### config.mk
export PLATFORM = sky130hd
export DESIGN_NAME = hci_system_bank_arbiter
export DESIGN_NICKNAME = d
export VERILOG_FILES = /design/src/rtl/hci_system_bank_arbiter.sv
export SDC_FILE = /design/constraint.sdc
export NUM_CORES = 1
export LEC_CHECK = 0
export BUFFER_PORTS_ARGS = -buffer_cell sky130_fd_sc_hd__buf_2
export CORE_AREA = 8 8 239 241
export CTS_CLUSTER_DIAMETER = 100
export CTS_CLUSTER_SIZE = 25
export DETAILED_ROUTE_END_ITERATION = 12
export DIE_AREA = 0 0 247 249
export SKIP_LAST_GASP = 1
export SYNTH_ARGS = -nofsm -noshare
export SYNTH_HDL_FRONTEND = slang
export SYNTH_SLANG_ARGS = --single-unit
### constraint.sdc
create_clock -name clk_i -period 6.55 [get_ports clk_i]
set_clock_uncertainty 0.2 [all_clocks]
set_input_delay 0.9825 -clock clk_i [delete_from_list [all_inputs] [get_ports clk_i]]
set_output_delay 0.9825 -clock clk_i [all_outputs]
set_load 0.01 [all_outputs]
### src/rtl/hci_system_bank_arbiter.sv
// rtl/hci_system_bank_arbiter.sv - per-bank TCDM arbiter: high-priority port, round-robin low ports, starvation guard
module hci_system_bank_arbiter #(
  parameter int N_REQ                = 10,
  parameter int HI_IDX               = 8,
  parameter int MAX_STALL            = 4,
  parameter int AW                   = 11,
  parameter int DW                   = 32,
  parameter bit FILTER_WRITE_R_VALID = 1'b0,
  localparam int IW = $clog2(N_REQ),
  localparam int SW = $clog2(MAX_STALL + 1)
) (
  input  logic                  clk_i,
  input  logic                  rst_ni,
  input  logic [N_REQ-1:0]      req_i,
  output logic [N_REQ-1:0]      gnt_o,
  input  logic [N_REQ*AW-1:0]   add_i,
  input  logic [N_REQ-1:0]      wen_i,
  input  logic [N_REQ*DW/8-1:0] be_i,
  input  logic [N_REQ*DW-1:0]   data_i,
  output logic [N_REQ-1:0]      r_valid_o,
  output logic [DW-1:0]         r_data_o,
  output logic                  mem_req_o,
  output logic                  mem_wen_o,
  output logic [AW-1:0]         mem_add_o,
  output logic [DW/8-1:0]       mem_be_o,
  output logic [DW-1:0]         mem_wdata_o,
  input  logic [DW-1:0]         mem_rdata_i,
  output logic [SW-1:0]         stall_cnt_o
);

  if (N_REQ < 2 || HI_IDX < 0 || HI_IDX >= N_REQ || MAX_STALL < 1) begin : g_bad_params
    $error("hci_system_bank_arbiter: illegal N_REQ/HI_IDX/MAX_STALL");
  end

  localparam logic [N_REQ-1:0] HI_MASK = N_REQ'(1) << HI_IDX;

  logic [IW-1:0]    rr_q, rr_d;
  logic [SW-1:0]    stall_q, stall_d;
  logic [N_REQ-1:0] r_valid_q, r_valid_d;
  logic [N_REQ-1:0] lo_req;
  logic             lo_pend, hi_win, lo_win, any_win;
  logic [IW-1:0]    lo_idx, win_idx;

  assign lo_req  = req_i & ~HI_MASK;
  assign lo_pend = |lo_req;

  // Walk downward so the last hit is the first requester at or after rr_q.
  always_comb begin
    lo_idx = '0;
    for (int i = N_REQ - 1; i >= 0; i--) begin
      if (lo_req[(int'(rr_q) + i) % N_REQ]) begin
        lo_idx = IW'((int'(rr_q) + i) % N_REQ);
      end
    end
  end

  assign hi_win  = rst_ni & req_i[HI_IDX] & (~lo_pend | (stall_q < SW'(MAX_STALL)));
  assign lo_win  = rst_ni & ~hi_win & lo_pend;
  assign any_win = hi_win | lo_win;
  assign win_idx = hi_win ? IW'(HI_IDX) : lo_idx;

  assign gnt_o       = any_win ? (N_REQ'(1) << win_idx) : '0;
  assign mem_req_o   = rst_ni & (|req_i);
  assign mem_add_o   = any_win ? add_i[win_idx*AW +: AW] : '0;
  assign mem_wen_o   = any_win ? wen_i[win_idx] : 1'b0;
  assign mem_be_o    = any_win ? be_i[win_idx*(DW/8) +: DW/8] : '0;
  assign mem_wdata_o = any_win ? data_i[win_idx*DW +: DW] : '0;

  always_comb begin
    rr_d      = rr_q;
    stall_d   = '0;
    r_valid_d = gnt_o & (FILTER_WRITE_R_VALID ? wen_i : {N_REQ{1'b1}});
    if (lo_win) begin
      rr_d = (lo_idx == IW'(N_REQ - 1)) ? '0 : lo_idx + 1'b1;
    end else if (hi_win && lo_pend) begin
      stall_d = (stall_q == SW'(MAX_STALL)) ? stall_q : stall_q + 1'b1;
    end
  end

  always_ff @(posedge clk_i) begin
    if (!rst_ni) begin
      rr_q      <= '0;
      stall_q   <= '0;
      r_valid_q <= '0;
    end else begin
      rr_q      <= rr_d;
      stall_q   <= stall_d;
      r_valid_q <= r_valid_d;
    end
  end

  // A response owed to the grant just before reset must never be seen.
  assign r_valid_o   = rst_ni ? r_valid_q : '0;
  assign r_data_o    = (|r_valid_o) ? mem_rdata_i : '0;
  assign stall_cnt_o = stall_q;

endmodule

[Yosys cells after proc, flatten, opt, wreduce, memory -nomap -nowiden]
Cells that the tools add are included.
Operators by class
  add/subtract/negate cells: 11
  mux-type cells: 51
  shift-type cells: 4
  reduce and logical (&&, ||, !) cells: 5
  multiply operators: 1
  divide/modulo/power cells: 10
  equality and inequality tests: 2
  $lt $le $gt $ge: 12
  bitwise operators: 11
Operator list (count)
  32-bit by 6-bit < comparator with 1-bit output, second input constant: 10
  320-bit by 10-bit variable part select with 32-bit output: 1
  32-bit by 5-bit modulo with 32-bit output, second input constant: 9
  110-bit by 9-bit variable part select with 11-bit output: 1
  32-bit two-way mux: 2
  4-bit two-way mux: 13
  1-bit binary-select mux with 4-bit select: 11
  40-bit by 7-bit variable part select with 4-bit output: 1
  5-bit by 5-bit modulo with 32-bit output, second input constant: 1
  1-bit two-way mux: 22
  4-bit by 3-bit adder with 5-bit output, second input constant: 4
  10-bit two-way mux: 2
  10-bit OR reduction: 2
  11-bit two-way mux: 1
  4-bit by 2-bit adder with 5-bit output, second input constant: 2
  4-bit by 4-bit adder with 5-bit output, second input constant: 2
  1-bit by 4-bit << shifter with 10-bit output, first input constant: 1
  9-bit OR reduction: 1
  4-bit by 4-bit multiplier with 8-bit output, second input constant: 1
  4-bit by 1-bit adder with 5-bit output, second input constant: 1
  1-bit AND: 5
  4-bit by 5-bit < comparator with 1-bit output, second input constant: 1
  4-bit by 1-bit adder with 4-bit output, second input constant: 1
  4-bit equality test, second input constant: 1
  other kinds (7): 11
Word-level totals
  ROM bits: 0
  word-level logic and storage cells: 110
  memories kept: 0
  bits in latches: 0
  flip-flop bits (word level): 17
  RAM bits: 0

[Logic depth before layout (Yosys ltp)]
Gate-level depths: netlist of the first run.
  word-level depth: 19
  gate-level depth with buffers: 25

[Least setup slack after synthesis of the first run]
No wires, ideal clock.
  kind: flip-flop to output port
  start point: register rr_q[1]
  end point: output port mem_add_o[3]
  arrival time: 5.473 ns
  required time: 5.367 ns
  path buffers: 6
  stages on the path, launching flop included: 24
  path slack: -0.106 ns
  cells stage by stage: dfxtp_1 -> buf_2 -> inv_2 -> clkbuf_1 -> ha_1 -> buf_2 -> clkbuf_1 -> nand2_1 -> ha_1 -> nand2b_1 -> o31ai_1 -> a22oi_1 -> or3_1 -> o211ai_1 -> nor4b_1 -> or3_1 -> nor4b_1 -> o22ai_2 -> a31oi_4 -> buf_4 -> buf_6 -> o32a_1 -> o21ai_1 -> a221oi_1
On the way
  longest elaborated chain between the ends: 19
  elaborated cells on any way between the ends: 63
  classes of those cells: add/sub: 9; mul: 1; div: 10; shift: 1; mux: 42
RTL lines
  start: declaration: line 37  | logic [IW-1:0] rr_q, rr_d;
  start signal: assignment: line 86  | rr_q <= rr_d;
  4-bit by 4-bit adder with 5-bit output: line 51, 52
  32-bit by 5-bit modulo with 32-bit output: line 51, 52
  1-bit binary-select mux with 4-bit select: line 51  | if (lo_req[(int'(rr_q) + i) % N_REQ]) begin
  1-bit two-way mux (not written as such) (2 in a row): line 51
  4-bit two-way mux (9 in a row): line 51
  4-bit two-way mux *: line 51
  4-bit two-way mux *: line 60  | assign win_idx = hi_win ? IW'(HI_IDX) : lo_idx;
  4-bit by 4-bit multiplier with 8-bit output *: line 64  | assign mem_add_o = any_win ? add_i[win_idx*AW +: AW] : '0;
  110-bit by 9-bit variable part select with 11-bit output *: line 64
  11-bit two-way mux *: line 64
  end: declaration: line 24  | output logic [AW-1:0] mem_add_o,
Every way passes the cells marked *; elsewhere a longest branch is shown, timed or not. The select of a mux whose other input is x is not followed.

[Final worst setup path of the first run]
  start point: register rr_q[2]
  end point: output port mem_wdata_o[7]
On the way
  longest elaborated chain between the ends: 18
  elaborated cells on any way between the ends: 62
  classes of those cells: add/sub: 9; div: 10; shift: 1; mux: 42
RTL lines
  4-bit by 4-bit adder with 5-bit output: line 51, 52
  32-bit by 5-bit modulo with 32-bit output: line 51, 52
  1-bit binary-select mux with 4-bit select: line 51
  1-bit two-way mux (not written as such) (2 in a row): line 51
  4-bit two-way mux (9 in a row): line 51
  4-bit two-way mux *: line 51
  4-bit two-way mux *: line 60
  320-bit by 10-bit variable part select with 32-bit output *: line 67  | assign mem_wdata_o = any_win ? data_i[win_idx*DW +: DW] : '0;
  32-bit two-way mux *: line 67
  end: declaration: line 26  | output logic [DW-1:0] mem_wdata_o,
Marked as above.

==> flow_metrics.env, run 1 <==
export IMPL_period_share_pct=98.5
export IMPL_ctsLongestPathBuffers=2
export IMPL_cpMaxStageDelayCell="a221oi_1"
export IMPL_cp_cell_sequence="buf_4 > ha_4 > a21oi_4 > xnor2_2 > a211oi_2 > or2_2 > ha_1 > mux4_2 > nand2_2 > o21ai_0 > a31oi_1 > a311o_1 > o21ai_2 > or3_4 > a41oi_4 > o22ai_2 > a31oi_4 > buf_12 > nor2_4 > buf_12 > buf_4 > a221oi_1 > a221oi_2 > buf_2"
export IMPL_synth_top_family_by_area="compound AO/OA/AOI/OAI gates"
export IMPL_powerDensity_nw_per_um2=778
export IMPL_instances_no_fill=2733
export IMPL_cp_end_kind="output pin"
export IMPL_place_gp_congestion=0.984
export IMPL_worst_setup_path_start_kind="register"
export IMPL_whs_ps=334
export IMPL_hold_class="register to register"
export IMPL_core_area_um2=53300
export IMPL_cp_data_arrival_time_ps=5270
export IMPL_grt_max_degree=39
export IMPL_syn_area_um2=8990
export IMPL_synthMuxAreaShare_pct=11.1
export IMPL_rsz0062_at_grt="true"
export IMPL_syn_area_per_cell_um2=7.12
export IMPL_syn_inst=1262
export IMPL_cts_buffers=3
export IMPL_dr_pass1_iters=7
export IMPL_wl_per_cell_um=26.7
export IMPL_synth_simple_area_share_pct=24.8
export IMPL_synth_edf_count=0
export IMPL_grt_use_total_pct=21.8
export IMPL_synth_xor_area_share_pct=2.03
export IMPL_synth_nets=1822
export IMPL_crit_path_end="mem_wdata_o[7]"
export IMPL_crit_path_max_incr_delay_ps=530
export IMPL_reg2reg_setup_slack_ps=1490
export IMPL_run_status="finished clean"
export IMPL_period_minus_slack_ps=6450
export IMPL_die_height_um=249
export IMPL_stdcell_area_um2=15800
export IMPL_crit_start="rr_q[2]$_SDFFE_PN0P_"
export IMPL_irDropWorstVdd_uv=425
export IMPL_clkSinkCount=17
export IMPL_antenna_found_initial=28
export IMPL_clk_pin_slew_ps=50
export IMPL_worst_pin_slew_ps=831
export IMPL_max_cap_viol_count=0
export IMPL_io_pins=628
export IMPL_die_w_um=247
export IMPL_place_inst=2687
export IMPL_grt_overflow_total=0
export IMPL_drc_errors=0
export IMPL_h_tree_depth=1
export IMPL_synth_fa_ha_area_share_pct=5.59
export IMPL_final_layout_size_suffix_gt1_share_pct=55.2
export IMPL_clock_root_buffer="clkbuf_16"
export IMPL_drt_initial_drc_count=1347
export IMPL_timing_rr_start="rr_q[2]$_SDFFE_PN0P_"
export IMPL_drv_slew=0
export IMPL_wirelength_um=73100
export IMPL_placed_area_um2=14500
export IMPL_critPathMaxFanout=18
export IMPL_yosys_warnings=0
export IMPL_cpLargestDelayFamily="compound AO/OA/AOI/OAI gates"
export IMPL_yosysSeqAreaShare_pct=3.79
export IMPL_die_area_um2=61500
export IMPL_clock_fmax_mhz=155
export IMPL_numPortBuffers=627
export IMPL_finalHoldViolCount=0
export IMPL_setup_viol=0
export IMPL_cts_hold_fix_buffers=0
export IMPL_rr_worst_depth=24
export IMPL_initial_core_util_pct=16.9
export IMPL_ant_nets=0
export IMPL_required_ps=5370
export IMPL_synthArstFlopShare_pct=0
export IMPL_synth_main_ff_cell="dfxtp_1"
export IMPL_crit_cells=24
export IMPL_post_drt_via_cell_ratio=5.30
export IMPL_grt_pass1_wl_um=100000
export IMPL_cts_tree="built"
export IMPL_worst_path_buf_inv=5
export IMPL_max_slew_margin_rel_pct=44.4
export IMPL_insertion_delay_ps=250
export IMPL_synth_compound_area_share_pct=45.0
export IMPL_nets=2592
export IMPL_num_rows=85
export IMPL_ys_ff_latch=17
export IMPL_area_growth_pct=75.7
export IMPL_vias=14483
export IMPL_leakage_nw=7.22
export IMPL_ys_types=98
export IMPL_dpl_hpwl_um=60600
export IMPL_grt_pass1_vias=14089
export IMPL_path_class="register to output pin"
export IMPL_reg2reg_to="rr_q[2]$_SDFFE_PN0P_"
-- metal layers --
metal	up-vias	global-route usage, %	share of wire, %
met5	-	0	0.16
met4	18	7.15	4.0
met3	143	5.18	9.2
met2	881	35.9	47
met1	6878	27.5	39
li1	6563	-	-
-- tightest hold or removal path, stage by stage, from the launching register on --
cell and delay [ps]:
dfxtp_1 320, inv_1 70, and2_1 110
-- per-stage QoR --
stage | setup slack (ps) | utilization (%) | TNS, ps | total power, mW
2_1_floorplan | 82.6 | - | 0 | 6.03
3_3_place_gp | -115 | 27.1 | -125 | 10.7
3_5_place_dp | -189 | 27.1 | -316 | 10.6
4_1_cts | 3.92 | 27.8 | 0 | 11.2
5_1_grt | -53.2 | 29.6 | -766 | 13.0
6_report | 95.4 | 29.7 | 0 | 12.3
-- layout make-up --
class / instances / area, µm²
multi-input combinational: 1102 / 8800
antenna: 6 / 15.0
clock buffer: 3 / 75.1
clock inverter: 1 / 5.00
fill: 5808 / 37500
timing repair buffer: 882 / 5570
sequential: 17 / 353
inverter: 26 / 103
tap: 696 / 871
-- sequential cells by signal (all words and copies together), names as in the netlist --
signal and cells:
r_valid_q 10, rr_q 4, stall_cnt_o 3
-- power by group --
part           internal [mW]  total [mW]  leakage [nW]  switching (mW)
clock network         0.0817       0.122        0.0409          0.0403
registers              0.131       0.150         0.141          0.0196
logic                   5.35        12.0          7.04            6.67
-- cell usage in the layout, fill, tap and decap left out, types with 35 or more instances in the layout --
cell type	count
a21oi_1	51
a221oi_1	36
a221oi_2	35
and2_1	55
buf_2	618
buf_4	218
mux2_2	41
mux2i_1	48
nand2_1	57
nor2_1	95
o21ai_0	79
o21ai_1	37
-- worst min-delay path by stage --
| stage | start | end | cells after the start |
|---|---|---|---|
| final | stall_cnt_o[0]$_SDFFE_PP0N_ | stall_cnt_o[0]$_SDFFE_PP0N_ | 2 |
| after global routing | stall_cnt_o[0]$_SDFFE_PP0N_ | stall_cnt_o[0]$_SDFFE_PP0N_ | 2 |
| after CTS | stall_cnt_o[0]$_SDFFE_PP0N_ | stall_cnt_o[0]$_SDFFE_PP0N_ | 2 |
| after global placement | stall_cnt_o[0]$_SDFFE_PP0N_ | stall_cnt_o[0]$_SDFFE_PP0N_ | 2 |
| after detailed placement | stall_cnt_o[0]$_SDFFE_PP0N_ | stall_cnt_o[0]$_SDFFE_PP0N_ | 2 |
| after floorplan | stall_cnt_o[0]$_SDFFE_PP0N_ | stall_cnt_o[0]$_SDFFE_PP0N_ | 2 |
-- synth_stat cells, types with 27 or more instances --
| master | n | area (µm²) |
|---|---|---|
| nor2_1 | 101 | 379 |
| o21ai_1 | 32 | 160 |
| nand2b_1 | 29 | 181 |
| buf_2 | 51 | 255 |
| clkbuf_1 | 41 | 154 |
| ha_1 | 36 | 450 |
| nand2_1 | 61 | 229 |
| and2_1 | 56 | 350 |
| o21ai_0 | 87 | 435 |
| or3_1 | 29 | 181 |
| nand3_1 | 27 | 135 |
| a221oi_1 | 53 | 464 |
| o32a_1 | 29 | 290 |
| mux2i_1 | 48 | 480 |
| nor3_1 | 30 | 150 |
| mux2_2 | 41 | 462 |
| a21oi_1 | 64 | 320 |
-- repair_timing --
action / in CTS / in global routing
setup endpoints to repair: 51 / 55
setup buffers: 4 / 31
cloned: 2 / 2
pin swaps: 5 / 39
resized for setup: 34 / 153
-- kinds of logic (layout without fill, tap and decap cells) --
group / Yosys count / after routing
AOI/OAI and AO/OA: 528 / 528
and+or+nand+nor: 421 / 421
buffers and inverters: 143 / 912
muxes: 92 / 92
adders and majority gates: 41 / 41
xor gates and xnor gates: 20 / 20
DFF: 17 / 17
other: 0 / 6
Note: power is estimated with default switching activity, not from simulation.
==> run 2: changes to the inputs <==
==> constraint.sdc (replaced) <==
create_clock -name clk_i -period 5.34 [get_ports clk_i]
set_clock_uncertainty 0.2 [all_clocks]
set_input_delay 0.801 -clock clk_i [delete_from_list [all_inputs] [get_ports clk_i]]
set_output_delay 0.801 -clock clk_i [all_outputs]
set_load 0.01 [all_outputs]
==> run 2 against run 1 <==
Effect of this change: the run now ends with setup timing left; wire length grew 11%; hold slack better by 0.86 ps; critical path depth grew 1; die area unchanged; register-to-register slack worse by 1300 ps; global-route usage increased by 2.3 points; via count up 7.1%; power increased by 70%; sequential share of layout area is 0.49 points lower; core utilization increased by 8.1 points; critical path type unchanged; critical endpoint is now mem_wdata_o[9]; largest power group unchanged; highest routed layer unchanged.
==> flow_metrics.env, run 2 (same netlist as run 1, synthesis figures left out) <==
export IMPL_setup_viol=57
export IMPL_largest_reg_flops=10
export IMPL_cp_common_cell="buf_6"
export IMPL_die_height_um=249
export IMPL_final_util_pct=37.8
export IMPL_drv_slew=0
export IMPL_run_status="finished, violations left"
export IMPL_path_class="register to output pin"
export IMPL_ant_nets=0
export IMPL_n_fill_cell=5528
export IMPL_cp_end_kind="output pin"
export IMPL_stdcell_area_um2=20100
export IMPL_grt_use_total_pct=24.1
export IMPL_post_drt_via_cell_ratio=5.17
export IMPL_clock_fmax_mhz=160
export IMPL_final_setup_tns_ps=-43840
export IMPL_layout_common_cells="buf_2 (601), buf_4 (379), nor2_1 (85), buf_6 (81), and2_1 (55)"
export IMPL_clkSinkCount=17
export IMPL_worst_pin_slew_ps=828
export IMPL_min_from="stall_cnt_o[0]$_SDFFE_PP0N_"
export IMPL_die_w_um=247
export IMPL_violations="setup timing"
export IMPL_critPathMaxFanout=6
export IMPL_irDropWorstVdd_uv=606
export IMPL_ctsLongestPathBuffers=2
export IMPL_max_slew_margin_rel_pct=44.6
export IMPL_grt_pass1_vias=15581
export IMPL_num_rows=85
export IMPL_clk_pin_slew_ps=50
export IMPL_drc_errors=0
export IMPL_layout_commonest_cell="buf_2"
export IMPL_dpl_hpwl_um=65900
export IMPL_crit_path_max_incr_delay_ps=470
export IMPL_crit_start="rr_q[1]$_SDFFE_PN0P_"
export IMPL_place_gp_congestion=0.971
export IMPL_place_inst=2854
export IMPL_cts_buffers=3
export IMPL_vias=15515
export IMPL_regMostFlops="r_valid_q"
export IMPL_powerDensity_nw_per_um2=1040
export IMPL_grt_max_degree=33
export IMPL_area_growth_pct=124
export IMPL_wl_per_cell_um=27.1
export IMPL_leakage_nw=9.07
export IMPL_finalHoldViolCount=0
export IMPL_instances_no_fill=2999
export IMPL_clock_root_buffer="clkbuf_16"
export IMPL_die_area_um2=61500
export IMPL_initial_core_util_pct=16.9
export IMPL_drt_initial_drc_count=1148
export IMPL_period_share_pct=117
export IMPL_hold_class="register to register"
export IMPL_antenna_found_initial=34
export IMPL_grt_pass1_wl_um=110000
export IMPL_setup_slack_ps=-922
export IMPL_max_cap_viol_count=0
export IMPL_final_layout_size_suffix_gt1_share_pct=67.2
export IMPL_h_tree_depth=1
export IMPL_cts_hold_fix_buffers=0
export IMPL_io_pins=628
export IMPL_placed_area_um2=16400
export IMPL_nets=2850
export IMPL_numPortBuffers=627
export IMPL_insertion_delay_ps=250
export IMPL_dr_pass1_iters=5
export IMPL_rsz0062_at_grt="true"
export IMPL_wirelength_um=81300
export IMPL_core_area_um2=53300
export IMPL_cpMaxStageDelayCell="a2111o_1"
export IMPL_timing_rr_start="rr_q[2]$_SDFFE_PN0P_"
export IMPL_cp_data_arrival_time_ps=5260
export IMPL_grt_overflow_total=0
export IMPL_cts_tree="built"
export IMPL_period_minus_slack_ps=6260
export IMPL_required_ps=4340
export IMPL_worst_setup_path_start_kind="register"
run 2: metal layers:
layer | up-vias | global-route usage (%) | routed length, µm | share of wire [%]
met1 | 7422 | 29.3 | 32000 | 39
li1 | 7100 | - | - | -
met5 | - | 0 | 134 | 0.16
met4 | 22 | 9.71 | 4030 | 5.0
met3 | 166 | 6.44 | 6780 | 8.3
met2 | 805 | 39.7 | 38400 | 47
run 2: report_power, final:
part           switching (mW)  total, mW  leakage (nW)  internal, mW
Clock                  0.0521      0.152        0.0410         0.100
Sequential             0.0162      0.178         0.141         0.161
Combinational            10.4       20.5          8.89          10.1
run 2: layout make-up:
cell class                      instances  area, µm²  share of cell area (%)
Multi-Input combinational cell       1102      10300                    51.2
Timing Repair Buffer                 1140       8370                    41.6
Tap cell                              696        871                    4.33
Sequential cell                        17        352                    1.75
Inverter                               26        118                   0.584
Clock buffer                            3       75.1                   0.373
Antenna cell                           14       35.0                   0.174
Clock inverter                          1       5.00                  0.0249
run 2: repair_timing:
action,in CTS,in global routing
setup endpoints to repair,57,58
endpoints found under the hold margin,0,0
gates cloned,13,7
gates resized for setup,261,221
setup buffers,71,50
pin swaps,101,104
run 2: worst paths after layout:
check,slack [ps],to,cells past startpoint
setup / recovery,-920,mem_wdata_o[9],25
hold / removal,330,stall_cnt_o[0]$_SDFFE_PP0N_,2
setup reg to reg,170,rr_q[2]$_SDFFE_PN0P_,27
hold reg to reg,330,stall_cnt_o[0]$_SDFFE_PP0N_,2
run 2: metrics by stage:
stage	setup slack [ps]	power (mW)	hold slack (ps)
after floorplan	-272	8.33	335
after global placement	-958	14.9	308
after detailed placement	-1010	14.8	316
after CTS	-861	18.6	329
after global routing	-1050	21.8	369
final	-922	20.9	335
run 2: critical path, delay by kind of cell (launching register included):
family / cells / cell delay, ps
compound gates: 10 / 2210
buf+inv: 8 / 1120
simple gates: 4 / 650
fa+ha+maj: 2 / 470
flops: 1 / 350
xor+xnor: 1 / 150
